### config.mk
export PLATFORM = sky130hd
export DESIGN_NAME = pipe_stage_elastic
export DESIGN_NICKNAME = d
export VERILOG_FILES = /design/src/rtl/pipe_stage_elastic.sv
export SDC_FILE = /design/constraint.sdc
export NUM_CORES = 1
export LEC_CHECK = 0
export BUFFER_PORTS_ARGS = -buffer_cell sky130_fd_sc_hd__buf_2
export CAP_MARGIN = 20
export CORE_MARGIN = 5
export CORE_UTILIZATION = 39
export DETAILED_ROUTE_END_ITERATION = 8
export SLEW_MARGIN = 10
export SYNTH_ARGS = -nofsm -noshare
export SYNTH_HDL_FRONTEND = slang
export SYNTH_SLANG_ARGS = --single-unit
### constraint.sdc
create_clock -name clk -period 1.6 [get_ports clk]
set_input_delay 0.32 -clock clk [delete_from_list [all_inputs] [get_ports clk]]
set_output_delay 0.32 -clock clk [all_outputs]
set_load 0.03 [all_outputs]
### src/rtl/pipe_stage_elastic.sv
// Elastic inter-stage pipeline register: valid/ready payload of WIDTH bits with an
// optional 2-entry skid buffer, synchronous flush and keep-mask bubble shaping.
module pipe_stage_elastic #(
    parameter int unsigned      WIDTH     = 32,
    parameter logic [WIDTH-1:0] KEEP_MASK = '0,
    parameter int unsigned      SKID      = 1
) (
    input  logic             clk,
    input  logic             reset,
    input  logic             flush,
    input  logic             in_valid,
    output logic             in_ready,
    input  logic [WIDTH-1:0] in_data,
    output logic             out_valid,
    input  logic             out_ready,
    output logic [WIDTH-1:0] out_data,
    output logic [1:0]       occupancy
);

    // Handshake: a payload moves on any cycle where valid and ready are both high.
    // Valid never waits on ready, and a valid payload stays stable until accepted.

    logic             r_m_valid;
    logic [WIDTH-1:0] r_m_data;
    logic             r_s_valid;
    logic [WIDTH-1:0] r_s_data;

    logic             w_in_ready;
    logic             w_in_fire;
    logic             w_out_fire;
    logic [WIDTH-1:0] w_bubble;

    generate
        if (SKID != 0) begin : g_skid_ready
            // Ready comes only from registered state, breaking the out_ready path.
            assign w_in_ready = ~r_s_valid & ~reset;
        end else begin : g_direct_ready
            assign w_in_ready = (~r_m_valid | out_ready) & ~reset;
        end
    endgenerate

    assign w_in_fire  = in_valid & w_in_ready;
    assign w_out_fire = r_m_valid & out_ready;
    assign w_bubble   = in_data & KEEP_MASK;

    always_ff @(posedge clk) begin
        if (reset) begin
            r_m_valid <= 1'b0;
            r_m_data  <= '0;
            r_s_valid <= 1'b0;
            r_s_data  <= '0;
        end else if (flush) begin
            r_m_valid <= 1'b0;
            r_m_data  <= w_bubble;
            r_s_valid <= 1'b0;
            r_s_data  <= '0;
        end else if (SKID != 0) begin
            if (!r_m_valid || w_out_fire) begin
                if (r_s_valid) begin
                    // in_ready is low while S is full, so nothing new can arrive here.
                    r_m_valid <= 1'b1;
                    r_m_data  <= r_s_data;
                    r_s_valid <= 1'b0;
                end else if (w_in_fire) begin
                    r_m_valid <= 1'b1;
                    r_m_data  <= in_data;
                end else begin
                    r_m_valid <= 1'b0;
                    r_m_data  <= w_bubble;
                end
            end else if (w_in_fire) begin
                r_s_valid <= 1'b1;
                r_s_data  <= in_data;
            end
        end else begin
            if (w_in_fire) begin
                r_m_valid <= 1'b1;
                r_m_data  <= in_data;
            end else if (w_out_fire) begin
                r_m_valid <= 1'b0;
                r_m_data  <= w_bubble;
            end
        end
    end

    assign in_ready  = w_in_ready;
    assign out_valid = r_m_valid;
    assign out_data  = r_m_data;
    assign occupancy = {1'b0, r_m_valid} + {1'b0, r_s_valid};

endmodule

==> results.py, run 1 <==
metrics = {
    "status": {
        "outcome": "complete, no violations",
    },
    "pwr": {
        "seqPwrFrac": 0.488,
        "power_per_cell_area_nw_per_um2": 1050,
        "power_frac_clock": 0.415,
        "swShare": 0.248,
        "leakagePower_nw": 1.23,
        "switchingPower_w": 0.000852,
        "irDropWorstVdd_v": 0.000538,
        "intPower_w": 0.00258,
        "pwr-share-comb": 0.097,
    },
    "placement": {
        "gp_congestion": 0.757,
        "dpl.hpwl_um": 4310,
        "detailed_place.area_um2": 3050,
        "io_buffers": 72,
    },
    "logic_synthesis": {
        "synthTopCellsByArea": "dfxtp_1, a221oi_1, a21oi_1, nand3_1, o21ai_0",
        "synth_ff_type": "dfxtp_1",
        "syn_nets": 342,
        "synth_commonest_cells": "dfxtp_1, nor2_1, a21oi_1",
        "yosysTopAreaCellShare": 0.500,
        "synth_cell_types": 19,
        "ys_seq_area_frac": 0.500,
        "syn_inst": 304,
        "post-synth-top-count-cell": "dfxtp_1",
        "synth_top_cell_by_area": "dfxtp_1",
        "ys_ff_latch": 66,
        "yosys_warnings": 0,
        "synth_area_um2": 2640,
        "synth_edf_count": 0,
        "avgSynthCellArea_um2": 8.69,
        "synth_async_sr_flop_share": 0,
    },
    "clocking": {
        "clkLatencyLatePin_ns": 0.33,
        "htree_levels": 3,
        "cts.hold.buffers_added": 0,
        "tritoncts": "yes",
        "path_clk_slew_ns": 0.07,
        "clock-sinks": 66,
        "max-clock-path-buffers": 2,
        "cts_root_buffer": "clkbuf_8",
        "numCtsBuffers": 9,
    },
    "cells_and_area": {
        "finalCoreUtilization": 0.488,
        "drive_gt1_frac": 0.289,
        "layout.nets": 403,
        "design_area_um2": 3260,
        "syn2layout_area_growth_pct": 23.4,
        "n_antenna_cell": 0,
    },
    "route": {
        "drt-wirelength-per-cell_um": 15.2,
        "vias_per_cell": 5.54,
        "ant_nets": 0,
        "vias": 2493,
        "first_iter_violations": 167,
        "wl_um": 6850,
        "drc": 0,
        "drtPass1Iterations": 5,
    },
    "global_routing": {
        "antenna_found_initial": 0,
        "grt_pass1_wl_um": 11400,
        "grt_max_degree": 67,
        "first_global_vias": 2398,
        "overflow": 0,
        "grt.total_usage": 0.166,
    },
    "timing": {
        "final-setup-viol-count": 0,
        "setup_tns_ns": 0,
        "rsz0062_at_grt": "no",
        "hold_viol": 0,
        "min_period_ns": 1.52,
        "tightest_slew_ns": 0.537,
        "max_freq_mhz": 660,
        "fin_crit_sh": 0.947,
        "slew_headroom": 0.642,
        "clock_skew_ns": 0.00620,
        "maxSlewViolCount": 0,
    },
    "worst_setup_path": {
        "critPathKind": "flop to output port",
        "worst-path-max-fanout": 10,
        "critPathRequiredTime_ns": 1.28,
        "worstPathArrival_ns": 1.20,
        "end_kind": "output port",
        "start_kind": "flop",
    },
    "die": {
        "ios": 73,
        "die_h_um": 92.3,
        "design.core.area_um2": 6680,
        "die_area_um2": 8520,
        "fp-row-count": 30,
        "start_util": 0.395,
        "die_w_um": 92.3,
    },
    "run": {
        "cap_violations": 0,
    },
    "hold_path": {
        "hp-class": "input pin to flop",
    },
}
-- metrics by stage --
stage          cells  hold WS, ns  power [W]  worst slack [ns]
2_1_floorplan    304        0.459    0.00193             0.235
3_3_place_gp     434        0.464    0.00205             0.161
3_5_place_dp     434        0.471    0.00205             0.123
4_1_cts          450        0.230    0.00348            0.0124
5_1_grt          450        0.227    0.00358            0.0388
6_report         450        0.242    0.00343            0.0848
-- area by class of cell --
type | instances | area, um^2
Timing Repair Buffer | 85 | 495
Sequential cell | 66 | 1330
Clock buffer | 11 | 151
Multi-Input combinational cell | 203 | 1140
Fill cell | 686 | 3420
Clock inverter | 5 | 52.6
Tap cell | 80 | 100
-- cell families (layout without fill, tap and decap cells) --
kind of cell    count (synthesis)  after routing  share of synthesized area
compound gates                129            129                      0.290
fa+ha+maj                       1              1                    0.00474
buf+inv                        35            101                     0.0767
flops                          66             66                      0.500
simple gates                   73             73                      0.128
-- layout by cell type, fill, tap and decap left out, drive strengths merged --
master,synthesis,layout
a21oi,33,33
a221oi,32,32
buf,22,85
bufinv,0,1
clkbuf,13,11
clkinv,0,3
clkinvlp,0,1
dfxtp,66,66
ha,1,1
nand2b,1,1
nand3,32,32
nor2,35,35
nor2b,1,1
nor3,1,1
nor3b,1,1
o21ai,64,64
or2,1,1
or3b,1,1
-- registers in the layout (all words and copies together) (netlist names) --
| name | flops |
|---|---|
| r_s_data | 32 |
| out_valid | 1 |
| out_data | 32 |
| r_s_valid | 1 |
-- final timing paths --
| check | from | end | slack [ns] | depth (start not counted) |
|---|---|---|---|---|
| max reg2reg | r_s_valid | r_s_data[3] | 0.19 | 4 |
| max | r_s_valid | occupancy[0] | 0.08 | 2 |
| min reg2reg | r_s_data[24] | r_s_data[24] | 0.48 | 2 |
| min | in_data[27] | r_s_data[27] | 0.24 | 3 |
-- critical path: stages, from the launching register on --
cell and delay (ns):
dfxtp_4 0.39, ha_1 0.28, buf_2 0.19
-- metal layers --
layer | vias to the layer above | wire length, um | track usage
met4 | 0 | 134 | 0.0792
met2 | 61 | 3170 | 0.259
met5 | - | 0 | 0
li1 | 1237 | - | -
met1 | 1184 | 3200 | 0.217
met3 | 11 | 340 | 0.0398
-- what timing repair did --
item	CTS	global route
buffers inserted	0	0
gates cloned	0	0
resized for setup	1	1
setup endpoints to repair	3	1
-- power by group through the flow --
stage / Sequential (W) / Clock, W / Combinational [W]
finish: 0.00168 / 0.00142 / 0.000335
global placement: 0.00171 / 0 / 0.000336
CTS: 0.00168 / 0.00146 / 0.000338
detailed placement: 0.00171 / 0 / 0.000336
global route: 0.00168 / 0.00154 / 0.000369
floorplan: 0.00176 / 0 / 0.000170
Note: power is estimated with default switching activity, not from simulation.
==> run 2, diff against run 1 <==
--- a/config.mk
+++ b/config.mk
@@ -7,6 +7,7 @@
 export LEC_CHECK = 0
 export BUFFER_PORTS_ARGS = -buffer_cell sky130_fd_sc_hd__buf_2
 export CAP_MARGIN = 20
+export CORE_ASPECT_RATIO = 1.2
 export CORE_MARGIN = 5
 export CORE_UTILIZATION = 39
 export DETAILED_ROUTE_END_ITERATION = 8
==> results.py, run 2 (synthesis gave the netlist of run 1 again) <==
metrics = {
    "status": {
        "outcome": "complete, no violations",
    },
    "clocking": {
        "cts_setup_buffers": 0,
        "tritoncts": "yes",
        "cts_root_buffer": "clkbuf_8",
        "clkLatencyLatePin_ns": 0.33,
        "numCtsBuffers": 9,
        "htree_levels": 3,
        "cts_resized": 1,
        "cts.hold.buffers_added": 0,
        "path_clk_slew_ns": 0.06,
        "clock-sinks": 66,
        "max-clock-path-buffers": 2,
    },
    "die": {
        "die_area_um2": 8530,
        "start_util": 0.405,
        "ios": 73,
        "die_h_um": 100,
        "design.core.area_um2": 6530,
        "fp-row-count": 32,
        "die_w_um": 85.1,
    },
    "worst_setup_path": {
        "critPathRequiredTime_ns": 1.28,
        "start_kind": "flop",
        "worstPathArrival_ns": 1.19,
        "worst_path_max_delay_cell": "dfxtp_2",
        "critPathKind": "flop to output port",
        "crit_family": "flip-flops",
        "worstPathCellList": "ha_1 > buf_2",
        "end_kind": "output port",
        "cp_num_buf_inv": 1,
        "worst-path-max-fanout": 9,
        "max_stage_delay_ns": 0.42,
    },
    "route": {
        "wl_um": 6710,
        "first_iter_violations": 197,
        "drtPass1Iterations": 6,
        "ant_nets": 0,
        "vias": 2483,
        "vias_per_cell": 5.52,
        "drt-wirelength-per-cell_um": 14.9,
        "drc": 0,
    },
    "cells_and_area": {
        "n_antenna_cell": 0,
        "multiInputGateArea_um2": 1140,
        "layout.nets": 398,
        "mostFrequentLayoutCells": "buf_2, dfxtp_1, nor2_1, a21oi_1",
        "seq_area_um2": 1320,
        "drive_gt1_frac": 0.274,
        "finalCoreUtilization": 0.496,
        "fillers": 674,
        "syn2layout_area_growth_pct": 22.6,
        "mostFrequentLayoutCell": "buf_2",
    },
    "placement": {
        "gp_congestion": 0.736,
        "dpl.hpwl_um": 3980,
        "io_buffers": 72,
        "place_ws_ns": 0.168,
    },
    "timing": {
        "slew_headroom": 0.716,
        "clock_skew_ns": 0.00682,
        "min_period_ns": 1.51,
        "maxSlewViolCount": 0,
        "final-setup-viol-count": 0,
        "setup_tns_ns": 0,
        "max_freq_mhz": 662,
        "fin_crit_sh": 0.945,
        "setup_ws_ns": 0.0884,
        "hold_viol": 0,
        "tightest_slew_ns": 0.426,
        "rsz0062_at_grt": "no",
    },
    "pwr": {
        "irDropWorstVdd_v": 0.000582,
        "power_per_cell_area_nw_per_um2": 1080,
        "leakagePower_nw": 1.21,
    },
    "hold_path": {
        "hp-class": "input pin to flop",
    },
    "global_routing": {
        "first_global_vias": 2396,
        "grt.total_usage": 0.164,
        "grt_max_degree": 67,
        "antenna_found_initial": 0,
        "grt_pass1_wl_um": 11300,
        "overflow": 0,
    },
    "run": {
        "cap_violations": 0,
    },
}
-- run 2: changes by cell type in the layout (fill, tap and decap cells not counted), moves of 2 or more --
cell,delta
clkbuf_1,+2
clkinv_2,-3
clkbuf_8,+2
buf_4,-5
-- run 2: per-stage QoR --
step	cell area, um^2	hold slack, ns	power, W	cells
5_1_grt	3240	0.235	0.00364	450
3_3_place_gp	3020	0.464	0.00204	434
3_5_place_dp	3020	0.471	0.00204	434
4_1_cts	3240	0.235	0.00353	450
6_report	3240	0.248	0.00348	450
2_1_floorplan	2640	0.459	0.00193	304
-- run 2: path summary, 6_finish.rpt --
path / start / to / slack [ns] / cells after the start
setup / recovery: r_s_valid / occupancy[0] / 0.09 / 2
hold / removal: in_data[31] / r_s_data[31] / 0.25 / 3
setup reg to reg: r_s_valid / r_s_data[18] / 0.22 / 3
hold reg to reg: r_s_data[24] / r_s_data[24] / 0.48 / 2
-- run 2: layer usage --
metal	track usage	wire (um)	vias up
li1	-	-	1233
met1	0.210	3120	1165
met2	0.254	3040	79
met3	0.0567	476	6
met4	0.0670	74	0
met5	0	0	-
-- run 2: worst min-delay path: stages --
cell     delay, ns
buf_2         0.10
nand3_1       0.05
a21oi_1       0.05
-- run 2: power breakdown --
group / switching (W) / total [W] / leakage, nW / internal [W]
clock network: 0.000585 / 0.00148 / 0.110 / 0.000892
logic: 0.000214 / 0.000329 / 0.566 / 0.000115
registers: 0.0000111 / 0.00168 / 0.534 / 0.00167
-- run 2: layout make-up --
cell class,count,area share
flip-flops and latches,66,0.408
multi-input cells,203,0.351
repair buffers,80,0.141
clock buffers,15,0.0576
well taps,85,0.0328
clock inverters,1,0.00927
